===== config.mk =====
export PLATFORM = sky130hd
export DESIGN_NAME = spi_slave_regfile
export DESIGN_NICKNAME = d
export VERILOG_FILES = /design/src/rtl/spi_slave_pkg.sv /design/src/rtl/spi_pin_sync.sv /design/src/rtl/spi_slave_regfile.sv
export SDC_FILE = /design/constraint.sdc
export NUM_CORES = 1
export LEC_CHECK = 0
export ABC_AREA = 1
export CELL_PAD_IN_SITES_DETAIL_PLACEMENT = 0
export CELL_PAD_IN_SITES_GLOBAL_PLACEMENT = 1
export CORE_ASPECT_RATIO = 1.25
export CORE_MARGIN = 10
export CORE_UTILIZATION = 48
export CTS_CLUSTER_SIZE = 28
export DETAILED_ROUTE_END_ITERATION = 7
export PLACE_DENSITY = 0.77
export SLEW_MARGIN = 20
export SYNTH_ARGS = -nofsm -noshare
export SYNTH_HDL_FRONTEND = slang
export SYNTH_SLANG_ARGS = --single-unit

===== constraint.sdc =====
create_clock -name CLK_I -period 3.14 [get_ports CLK_I]
set_input_delay 0.628 -clock CLK_I [delete_from_list [all_inputs] [get_ports CLK_I]]
set_output_delay 0.628 -clock CLK_I [all_outputs]
set_load 0.01 [all_outputs]

===== src/rtl/spi_slave_pkg.sv =====
// ---------------------------------------------------------------------------
// spi_slave_pkg
// Shared constants and types for the SPI mode-0 register-file responder.
//   CMD_WRITE / CMD_READ : command bytes understood by the responder
//   CMD_BITS / ADDR_BITS : widths of the command and address header fields
//   state_e              : frame-decoder states
//   is_valid_cmd()       : true for any command the responder acts on
// ---------------------------------------------------------------------------
package spi_slave_pkg;

  localparam logic [7:0] CMD_WRITE = 8'h02;
  localparam logic [7:0] CMD_READ  = 8'h03;
  localparam int         CMD_BITS  = 8;
  localparam int         ADDR_BITS = 8;

  typedef enum logic [2:0] {
    IDLE,
    CMD,
    ADDR,
    DATA,
    IGNORE
  } state_e;

  function automatic logic is_valid_cmd(input logic [7:0] cmd);
    return (cmd == CMD_WRITE) || (cmd == CMD_READ);
  endfunction

endpackage


===== src/rtl/spi_pin_sync.sv =====
// ---------------------------------------------------------------------------
// spi_pin_sync
// Brings the asynchronous SPI pins into the i_clk domain and turns the
// synchronized serial clock and chip select into one-cycle event pulses.
//   i_clk, i_rst      : system clock, synchronous active-high reset
//   i_sck, i_cs_n     : raw serial clock and chip select from the master
//   i_mosi            : raw serial data from the master
//   o_cs_n, o_mosi    : synchronized chip select and data
//   o_sck_rise/_fall  : one-cycle pulses on synchronized SCK edges
//   o_cs_rise/_fall   : one-cycle pulses on synchronized CS edges
// ---------------------------------------------------------------------------
module spi_pin_sync #(
  parameter int SYNC_STAGES = 2
) (
  input  logic i_clk,
  input  logic i_rst,
  input  logic i_sck,
  input  logic i_cs_n,
  input  logic i_mosi,
  output logic o_cs_n,
  output logic o_mosi,
  output logic o_sck_rise,
  output logic o_sck_fall,
  output logic o_cs_rise,
  output logic o_cs_fall
);

  logic [SYNC_STAGES-1:0] r_sck;
  logic [SYNC_STAGES-1:0] r_cs;
  logic [SYNC_STAGES-1:0] r_mosi;
  logic                   r_sckPrev;
  logic                   r_csPrev;

  // CS resets high so a reset never looks like a frame start by itself;
  // the "previous" flops hold the last synchronized value for edge detection,
  // which makes an action land SYNC_STAGES+1 cycles after the pin edge.
  always_ff @(posedge i_clk) begin
    if (i_rst) begin
      r_sck     <= '0;
      r_cs      <= '1;
      r_mosi    <= '0;
      r_sckPrev <= 1'b0;
      r_csPrev  <= 1'b1;
    end else begin
      r_sck     <= {r_sck[SYNC_STAGES-2:0], i_sck};
      r_cs      <= {r_cs[SYNC_STAGES-2:0], i_cs_n};
      r_mosi    <= {r_mosi[SYNC_STAGES-2:0], i_mosi};
      r_sckPrev <= r_sck[SYNC_STAGES-1];
      r_csPrev  <= r_cs[SYNC_STAGES-1];
    end
  end

  assign o_cs_n     = r_cs[SYNC_STAGES-1];
  assign o_mosi     = r_mosi[SYNC_STAGES-1];
  assign o_sck_rise =  r_sck[SYNC_STAGES-1] & ~r_sckPrev;
  assign o_sck_fall = ~r_sck[SYNC_STAGES-1] &  r_sckPrev;
  assign o_cs_rise  =  r_cs[SYNC_STAGES-1]  & ~r_csPrev;
  assign o_cs_fall  = ~r_cs[SYNC_STAGES-1]  &  r_csPrev;

endmodule


===== src/rtl/spi_slave_regfile.sv =====
// ---------------------------------------------------------------------------
// spi_slave_regfile
// SPI mode-0 responder with an internal register file. Frames are
// CMD[7:0], ADDR[7:0], DATA[DATA_W-1:0], MSB first. 0x02 writes, 0x03 reads.
// The SPI pins are oversampled on CLK_I; SPI_CLK is never used as a clock.
//   CLK_I, RST_I     : system clock (>= 8x SPI_CLK), synchronous reset
//   SPI_CLK/CS_N/MOSI: serial interface from the master
//   SPI_MISO(_OE)    : serial read data and its output enable
//   REG_ADR_I        : local debug read address
//   REG_DAT_O        : combinational local read of the register file
//   FRAME_DONE       : pulse when a valid read or write frame completes
//   FRAME_ERR        : pulse on bad command, bad address or aborted frame
// ---------------------------------------------------------------------------
module spi_slave_regfile
  import spi_slave_pkg::*;
#(
  parameter int NREGS       = 16,
  parameter int DATA_W      = 32,
  parameter int SYNC_STAGES = 2
) (
  input  logic              CLK_I,
  input  logic              RST_I,
  input  logic              SPI_CLK,
  input  logic              SPI_CS_N,
  input  logic              SPI_MOSI,
  output logic              SPI_MISO,
  output logic              SPI_MISO_OE,
  input  logic [3:0]        REG_ADR_I,
  output logic [DATA_W-1:0] REG_DAT_O,
  output logic              FRAME_DONE,
  output logic              FRAME_ERR
);

  localparam int          IDX_W     = $clog2(NREGS);
  localparam int          CNT_W     = $clog2(DATA_W);
  localparam logic [31:0] NREGS_U   = NREGS;
  localparam logic [CNT_W-1:0] LAST_CMD  = CNT_W'(CMD_BITS - 1);
  localparam logic [CNT_W-1:0] LAST_ADDR = CNT_W'(ADDR_BITS - 1);
  localparam logic [CNT_W-1:0] LAST_DATA = CNT_W'(DATA_W - 1);

  logic w_csN;
  logic w_mosi;
  logic w_sckRise;
  logic w_sckFall;
  logic w_csRise;
  logic w_csFall;

  state_e                r_state;
  logic [CNT_W-1:0]      r_cnt;
  logic [CMD_BITS-2:0]   r_cmd;
  logic [ADDR_BITS-1:0]  r_addr;
  logic [DATA_W-2:0]     r_rx;
  logic [DATA_W-2:0]     r_tx;
  logic                  r_isRead;
  logic                  r_txLoaded;
  logic                  r_miso;
  logic                  r_done;
  logic                  r_err;
  logic [DATA_W-1:0]     r_regs [NREGS];

  logic [CMD_BITS-1:0]   w_cmdNext;
  logic [ADDR_BITS-1:0]  w_addrNext;
  logic [DATA_W-1:0]     w_rxNext;
  logic                  w_addrOk;
  logic [IDX_W-1:0]      w_addrIdx;
  logic [DATA_W-1:0]     w_loadVal;
  logic [IDX_W-1:0]      w_dbgIdx;

  spi_pin_sync #(
    .SYNC_STAGES (SYNC_STAGES)
  ) u_sync (
    .i_clk      (CLK_I),
    .i_rst      (RST_I),
    .i_sck      (SPI_CLK),
    .i_cs_n     (SPI_CS_N),
    .i_mosi     (SPI_MOSI),
    .o_cs_n     (w_csN),
    .o_mosi     (w_mosi),
    .o_sck_rise (w_sckRise),
    .o_sck_fall (w_sckFall),
    .o_cs_rise  (w_csRise),
    .o_cs_fall  (w_csFall)
  );

  // Shift values including the bit being sampled this cycle, so the last
  // header/data bit is available the moment the counter says "last".
  assign w_cmdNext  = {r_cmd, w_mosi};
  assign w_addrNext = {r_addr[ADDR_BITS-2:0], w_mosi};
  assign w_rxNext   = {r_rx, w_mosi};

  // Addresses beyond the file are flagged; the index is only used when valid.
  assign w_addrOk  = ({{(32-ADDR_BITS){1'b0}}, r_addr} < NREGS_U);
  assign w_addrIdx = r_addr[IDX_W-1:0];
  assign w_loadVal = w_addrOk ? r_regs[w_addrIdx] : '0;

  assign w_dbgIdx  = IDX_W'(REG_ADR_I);
  assign REG_DAT_O = ({28'd0, REG_ADR_I} < NREGS_U) ? r_regs[w_dbgIdx] : '0;

  assign SPI_MISO    = r_miso;
  assign SPI_MISO_OE = ~w_csN;
  assign FRAME_DONE  = r_done;
  assign FRAME_ERR   = r_err;

  // Frame decoder. A CS rise outranks any SCK event in the same cycle and
  // aborts a frame that has started shifting bits. MOSI is taken on SCK
  // rises; MISO only moves on SCK falls so it is stable for the master.
  // tx_shift keeps only the bits below the one already on MISO.
  always_ff @(posedge CLK_I) begin
    if (RST_I) begin
      r_state    <= IDLE;
      r_cnt      <= '0;
      r_cmd      <= '0;
      r_addr     <= '0;
      r_rx       <= '0;
      r_tx       <= '0;
      r_isRead   <= 1'b0;
      r_txLoaded <= 1'b0;
      r_miso     <= 1'b0;
      r_done     <= 1'b0;
      r_err      <= 1'b0;
      for (int i = 0; i < NREGS; i++) begin
        r_regs[i] <= '0;
      end
    end else begin
      r_done <= 1'b0;
      r_err  <= 1'b0;
      if (w_csRise) begin
        if ((r_state == CMD && r_cnt != '0) || r_state == ADDR || r_state == DATA) begin
          r_err <= 1'b1;
        end
        r_state    <= IDLE;
        r_cnt      <= '0;
        r_miso     <= 1'b0;
        r_txLoaded <= 1'b0;
      end else begin
        case (r_state)
          IDLE: begin
            if (w_csFall) begin
              r_state    <= CMD;
              r_cnt      <= '0;
              r_txLoaded <= 1'b0;
              r_miso     <= 1'b0;
            end
          end
          CMD: begin
            if (w_sckRise) begin
              r_cmd <= w_cmdNext[CMD_BITS-2:0];
              if (r_cnt == LAST_CMD) begin
                r_cnt <= '0;
                if (is_valid_cmd(w_cmdNext)) begin
                  r_isRead <= (w_cmdNext == CMD_READ);
                  r_state  <= ADDR;
                end else begin
                  r_err   <= 1'b1;
                  r_state <= IGNORE;
                end
              end else begin
                r_cnt <= r_cnt + 1'b1;
              end
            end
          end
          ADDR: begin
            if (w_sckRise) begin
              r_addr <= w_addrNext;
              if (r_cnt == LAST_ADDR) begin
                r_cnt   <= '0;
                r_state <= DATA;
              end else begin
                r_cnt <= r_cnt + 1'b1;
              end
            end
          end
          DATA: begin
            if (w_sckFall && r_isRead) begin
              if (!r_txLoaded) begin
                r_tx       <= w_loadVal[DATA_W-2:0];
                r_miso     <= w_loadVal[DATA_W-1];
                r_txLoaded <= 1'b1;
                if (!w_addrOk) begin
                  r_err <= 1'b1;
                end
              end else begin
                r_tx   <= {r_tx[DATA_W-3:0], 1'b0};
                r_miso <= r_tx[DATA_W-2];
              end
            end
            if (w_sckRise) begin
              r_rx <= w_rxNext[DATA_W-2:0];
              if (r_cnt == LAST_DATA) begin
                r_cnt   <= '0;
                r_state <= IGNORE;
                if (!w_addrOk && !r_isRead) begin
                  r_err <= 1'b1;
                end else if (w_addrOk) begin
                  r_done <= 1'b1;
                  if (!r_isRead) begin
                    r_regs[w_addrIdx] <= w_rxNext;
                  end
                end
              end else begin
                r_cnt <= r_cnt + 1'b1;
              end
            end
          end
          IGNORE: begin
            r_miso <= 1'b0;
          end
          default: begin
            r_state <= IDLE;
          end
        endcase
      end
    end
  end

endmodule


==> results.toml, run 1 <==
[outcome]
status = "finished clean"

[power_and_ir_drop]
switchingPower_mw = 4.48
internal-power_mw = 14.5
p_leak_nw = 13.6
switching_share = 0.236
p_per_area_nw_per_um2 = 526
pwr-share-seq = 0.485
irDropWorstVdd_uv = 494
power_frac_clock = 0.430
combinationalPowerShare = 0.084
fin_total_pwr_mw = 19.0

[setup_path]
startpoint_type = "primary input"
r2r_start = "r_cnt[0]"
critPathMaxFanout = 32
cp-startpoint = "REG_ADR_I[1]"
crit_path_end_kind = "primary output"
reg2reg_slack_ns = 0.23
crit_end = "REG_DAT_O[1]"
r2r-end = "r_regs[11][8]"
arrival_ns = 2.42
crit_required_ns = 2.51
critPathKind = "in -> out"
reg2regPathDepth = 12

[synthesis]
synth_top_family_by_area = "simple AND/OR/NAND/NOR gates"
synth_largest_area_cell = "edfxtp_1"
synth_xor_area_frac = 0
ys.warnings.count = 0
syn_area_per_cell_sq_um = 8.08
post_synth_num_cell_types = 28
synthCells = 3977
ys_top_cells_by_area = "edfxtp_1, nand3_1, nand2_1"
synth_seq_area_share = 0.542
synth_top_area_share = 0.478
syn_area_sq_um = 32100
synth_nets = 3989
synth-adder-area-share = 0.00117
synthSimpleGateAreaFrac = 0.259
ys_seq_elements = 614
muxShareOfSynthArea = 0
synth_compound_area_frac = 0.112

[clock_network]
clkSinkCount = 614
cts_max_level = 3
post_cts_resized = 0
clk_latency_ns = 0.61
numCtsBuffers = 66
post_cts_buffers = 0
cts_tree = "yes"
hold_buffers = 0
cts_root_buf = "clkbuf_16"
clk_pin_slew_ns = 0.06
cts_buffer_depth = 3

[routing]
antenna_left = 0
viasPerCell = 6.14
vias = 29500
drt-total-wl_um = 121000
route.detailed.drc = 0
wl_per_cell_um = 25.2
drt_pass1_iterations = 6
drtIter0Drc = 4216

[cells_and_area]
area_delta_synth_final_pct = 12.2
fillCellCount = 6103
regArea_sq_um = 17400
multi_input_area_sq_um = 12000
final_nets = 3892
drive_above_1_share = 0.0692
antennaDiodeCount = 0

[die]
num_rows = 106
die_y_um = 309
core_sq_um = 66600
fp.dieW_um = 251
pin_count = 45
die-area_sq_um = 77800
start_util = 0.483

[sta]
holdWs_ns = 0.401
maxSlewHeadroom = 0.418
timing.final.crit_share = 0.970
tightestPinTransition_ns = 0.872
rsz0062_at_grt = "false"
layout_setup_ws_ns = 0.0945
period_needed_ns = 3.05
slew_viol_final = 0
finalClockSkew_ns = 0.0264
finalSetupViolations = 0
max_freq_mhz = 328
final_hold_viol_count = 0
setup-tns-final_ns = 0

[grt]
antenna_found_initial = 0
grt_max_degree = 125
first_global_vias = 28200
grt_overflow = 0
grt_pass1_wl_um = 176000
track_usage = 0.303

[flow_run]
max-cap-violations = 0

[placed_design]
port_buffers = 44
preCtsSetupSlack_ns = 0.0903
detailed_place_hpwl_um = 65300
gp_congestion = 0.864

[min_path]
hold_path.class = "reg -> reg"
-- Yosys cell counts --
cell	number
a21oi_1	263
a31oi_1	1
buf_1	39
buf_2	56
buf_4	2
buf_8	1
clkbuf_1	226
clkinv_1	36
dfxtp_1	102
edfxtp_1	512
ha_1	3
inv_1	348
inv_2	1
nand2_1	728
nand3_1	548
nand4_1	8
nand4_2	1
nand4_4	10
nor2_1	643
nor2_2	2
nor2_4	1
nor3_1	7
o211ai_1	18
o21ai_0	352
o21ai_1	13
o221ai_1	28
o22ai_1	12
or2_2	16
-- layout by cell type, fill, tap and decap left out, types with 3 or more instances in the layout --
master,n
clkdlybuf4s50_1,40
clkinv_1,42
bufinv_16,6
clkbuf_1,20
o221ai_1,28
nand4_1,8
buf_12,41
inv_6,3
nand3_1,548
clkbuf_16,72
clkbuf_8,10
ha_1,3
nor3_1,6
nand2_2,16
dfxtp_4,3
nand4_4,10
inv_1,343
o21ai_0,352
inv_2,5
o21ai_1,13
a21oi_1,263
o22ai_1,12
buf_4,75
o211ai_1,18
nor2_1,642
edfxtp_1,512
or2_2,16
nand2_1,712
dfxtp_1,98
-- power by group through the flow --
stage / Combinational [mW] / Clock (mW) / Sequential [mW]
after floorplan: 0.897 / 0 / 9.34
after global placement: 1.55 / 0 / 9.37
after detailed placement: 1.57 / 0 / 9.38
after CTS: 1.58 / 8.24 / 9.20
after global routing: 1.74 / 8.56 / 9.23
final: 1.60 / 8.17 / 9.21
-- layout make-up --
cell class / instances / share of cell area
Clock buffer: 102 / 0.0559
Clock inverter: 19 / 0.00666
Inverter: 385 / 0.0405
Multi-Input combinational cell: 2654 / 0.333
Sequential cell: 614 / 0.483
Tap cell: 864 / 0.0300
Timing Repair Buffer: 159 / 0.0502
-- routing by layer --
| layer | global-route usage | share of wire |
|---|---|---|
| met1 | 0.380 | 0.37 |
| met2 | 0.495 | 0.46 |
| met3 | 0.0588 | 0.11 |
| met4 | 0.155 | 0.050 |
| met5 | 0 | 0 |
-- critical path, cell delays in order --
cell,delay [ns]
buf_4,0.15
inv_4,0.11
buf_4,0.46
a21oi_1,0.08
o21ai_0,0.10
nand3_1,0.09
nand3_1,0.11
nand2_1,0.16
clkdlybuf4s50_1,0.53
-- stage by stage --
| stage | util | cells | area, sq um |
|---|---|---|---|
| 3_3_place_gp | 0.508 | 4676 | 33800 |
| 5_1_grt | 0.542 | 4797 | 36100 |
| 3_5_place_dp | 0.508 | 4676 | 33800 |
| 6_report | 0.542 | 4797 | 36100 |
| 4_1_cts | 0.541 | 4797 | 36100 |
| 2_1_floorplan | - | 3977 | 32100 |
-- registers in the layout (all words and copies together) (netlist names), named ones only --
register,flops
FRAME_DONE,1
FRAME_ERR,1
SPI_MISO,1
r_addr,8
r_cmd,7
r_cnt,5
r_isRead,1
r_regs,512
r_rx,31
r_state,3
r_tx,31
r_txLoaded,1
u_sync.r_cs,2
u_sync.r_csPrev,1
u_sync.r_mosi,2
u_sync.r_sck,2
u_sync.r_sckPrev,1
-- how the worst min path moves through the flow --
stage,from,end,slack [ns],depth (start not counted)
floorplan,u_sync.r_mosi[0],u_sync.r_mosi[1],0.39,2
global placement,u_sync.r_sck[0],u_sync.r_sck[1],0.39,2
detailed placement,u_sync.r_cs[0],u_sync.r_cs[1],0.39,1
CTS,u_sync.r_cs[0],u_sync.r_cs[1],0.41,1
global route,u_sync.r_cs[0],u_sync.r_cs[1],0.42,1
finish,u_sync.r_cs[0],u_sync.r_cs[1],0.40,1
-- cells by family after synthesis --
kind of cell / count (synthesis)
AO/OA/AOI/OAI: 687
adder cells (fa/ha/maj): 3
buffers and inverters: 709
flip-flops: 614
AND/OR/NAND/NOR: 1964
Note: power is estimated with default switching activity, not from simulation.
==> run 2: changes to the inputs <==
Settings changed: CORE_UTILIZATION 48 to 40.
==> results.toml, run 2 (synthesized netlist as in run 1, its figures left out) <==
[placed_design]
port_buffers = 44
detailed_place_hpwl_um = 64600
gp_congestion = 0.838

[clock_network]
cts_tree = "yes"
post_cts_buffers = 0
cts_root_buf = "clkbuf_16"
clk_pin_slew_ns = 0.05
cts_max_level = 3
clk_latency_ns = 0.64
numCtsBuffers = 67
clkSinkCount = 614
cts_buffer_depth = 3

[cells_and_area]
area_delta_synth_final_pct = 13.8
final_common_cell = "nand2_1"
drive_above_1_share = 0.0731
final_nets = 3895
top_regs = "r_regs: 512 flops, r_rx: 31 flops, r_tx: 31 flops"
mostFrequentLayoutCells = "nand2_1, nor2_1, nand3_1"
fillCellCount = 7873
antennaDiodeCount = 0
regMostFlops = "r_regs"
largest_reg_flops = 512

[sta]
final_hold_viol_count = 0
maxSlewHeadroom = 0.268
rsz0062_at_grt = "false"
tightestPinTransition_ns = 1.10
finalClockSkew_ns = 0.0379
timing.final.crit_share = 0.971
period_needed_ns = 3.05
finalSetupViolations = 0
slew_viol_final = 0
setup-tns-final_ns = 0
max_freq_mhz = 328

[grt]
antenna_found_initial = 1
track_usage = 0.248
grt_overflow = 0
grt_max_degree = 207
first_global_vias = 26500
grt_pass1_wl_um = 172000

[setup_path]
critPathMaxFanout = 52
cp_num_cells = 8
cp_top_family = "buffers and inverters"
cp_cell_sequence = "clkbuf_8 > buf_12 > buf_16 > o21ai_0 > a21oi_1 > o211ai_1 > nand2_1 > clkdlybuf4s50_1"
crit_slowest_cell = "clkdlybuf4s50_1"
arrival_ns = 2.42
crit_path_end_kind = "primary output"
critPathKind = "in -> out"
path_buf_inv = 4
reg2regPathDepth = 12
crit_required_ns = 2.51
critPathMaxStageDelay_ns = 0.56
startpoint_type = "primary input"

[outcome]
status = "finished clean"

[min_path]
holdPathStages = 2
hold_path.class = "reg -> reg"

[die]
core_sq_um = 79800
die-area_sq_um = 92100
num_rows = 116
die_y_um = 337
pin_count = 45
fp.dieW_um = 274
start_util = 0.403

[flow_run]
max-cap-violations = 0

[routing]
route.detailed.drc = 0
viasPerCell = 5.66
antenna_left = 0
vias = 28300
drt_pass1_iterations = 6
route.met2.wl_um = 55400
drt-met1-wl_um = 46000
wl_per_cell_um = 23.3
route.met3.wl_um = 10200
drtIter0Drc = 3277
drt-total-wl_um = 116000
topRoutingLayerUsed = "met4"

[power_and_ir_drop]
p_leak_nw = 13.7
fin_total_pwr_mw = 19.2
p_per_area_nw_per_um2 = 526
irDropWorstVdd_uv = 357
## run 2: final timing paths
path	endpoint	slack, ns	from
setup / recovery	REG_DAT_O[30]	0.09	REG_ADR_I[0]
hold / removal	u_sync.r_sck[1]	0.40	u_sync.r_sck[0]
setup reg to reg	r_regs[1][9]	0.34	r_cnt[0]
hold reg to reg	u_sync.r_sck[1]	0.40	u_sync.r_sck[0]
## run 2: what timing repair did
action | CTS | global route
resized for setup | 0 | 2
setup endpoints to repair | 0 | 2
hold buffers | 0 | 0
hold endpoints to repair | 0 | 0
## run 2: tightest hold or removal path, cell delays in order (launching register included)
cell     delay (ns)
dfxtp_1        0.29
inv_1          0.04
nor2_1         0.03
## run 2: routing by layer
metal  GRT usage  vias to the layer above
met5           0                        -
met4       0.105                        0
met3      0.0364                      268
met2       0.415                     1458
met1       0.315                    13500
li1            -                    13000
## run 2: layout make-up
type                    count  area (sq um)  area share
repair buffers            161          2010      0.0549
well taps                1062          1330      0.0363
clock inverters            29           367      0.0100
clock buffers              95          1950      0.0533
multi-input cells        2654         12000       0.329
flip-flops and latches    614         17400       0.477
inverters                 385          1460      0.0400
## run 2: metrics by stage
stage,util,instances,area (sq um),worst slack [ns],hold WS (ns)
global placement,0.429,4876,34200,0.0692,0.393
detailed placement,0.429,4876,34200,0.0962,0.398
CTS,0.458,5000,36600,0.0849,0.407
global route,0.458,5000,36600,0.00125,0.430
floorplan,-,3977,32100,0.240,0.388
finish,0.458,5000,36600,0.0910,0.403
## run 2: power breakdown
part,total (mW),internal (mW),switching [mW]
sequential,9.20,9.08,0.126
combinational,1.61,0.537,1.07
clock,8.40,4.95,3.45
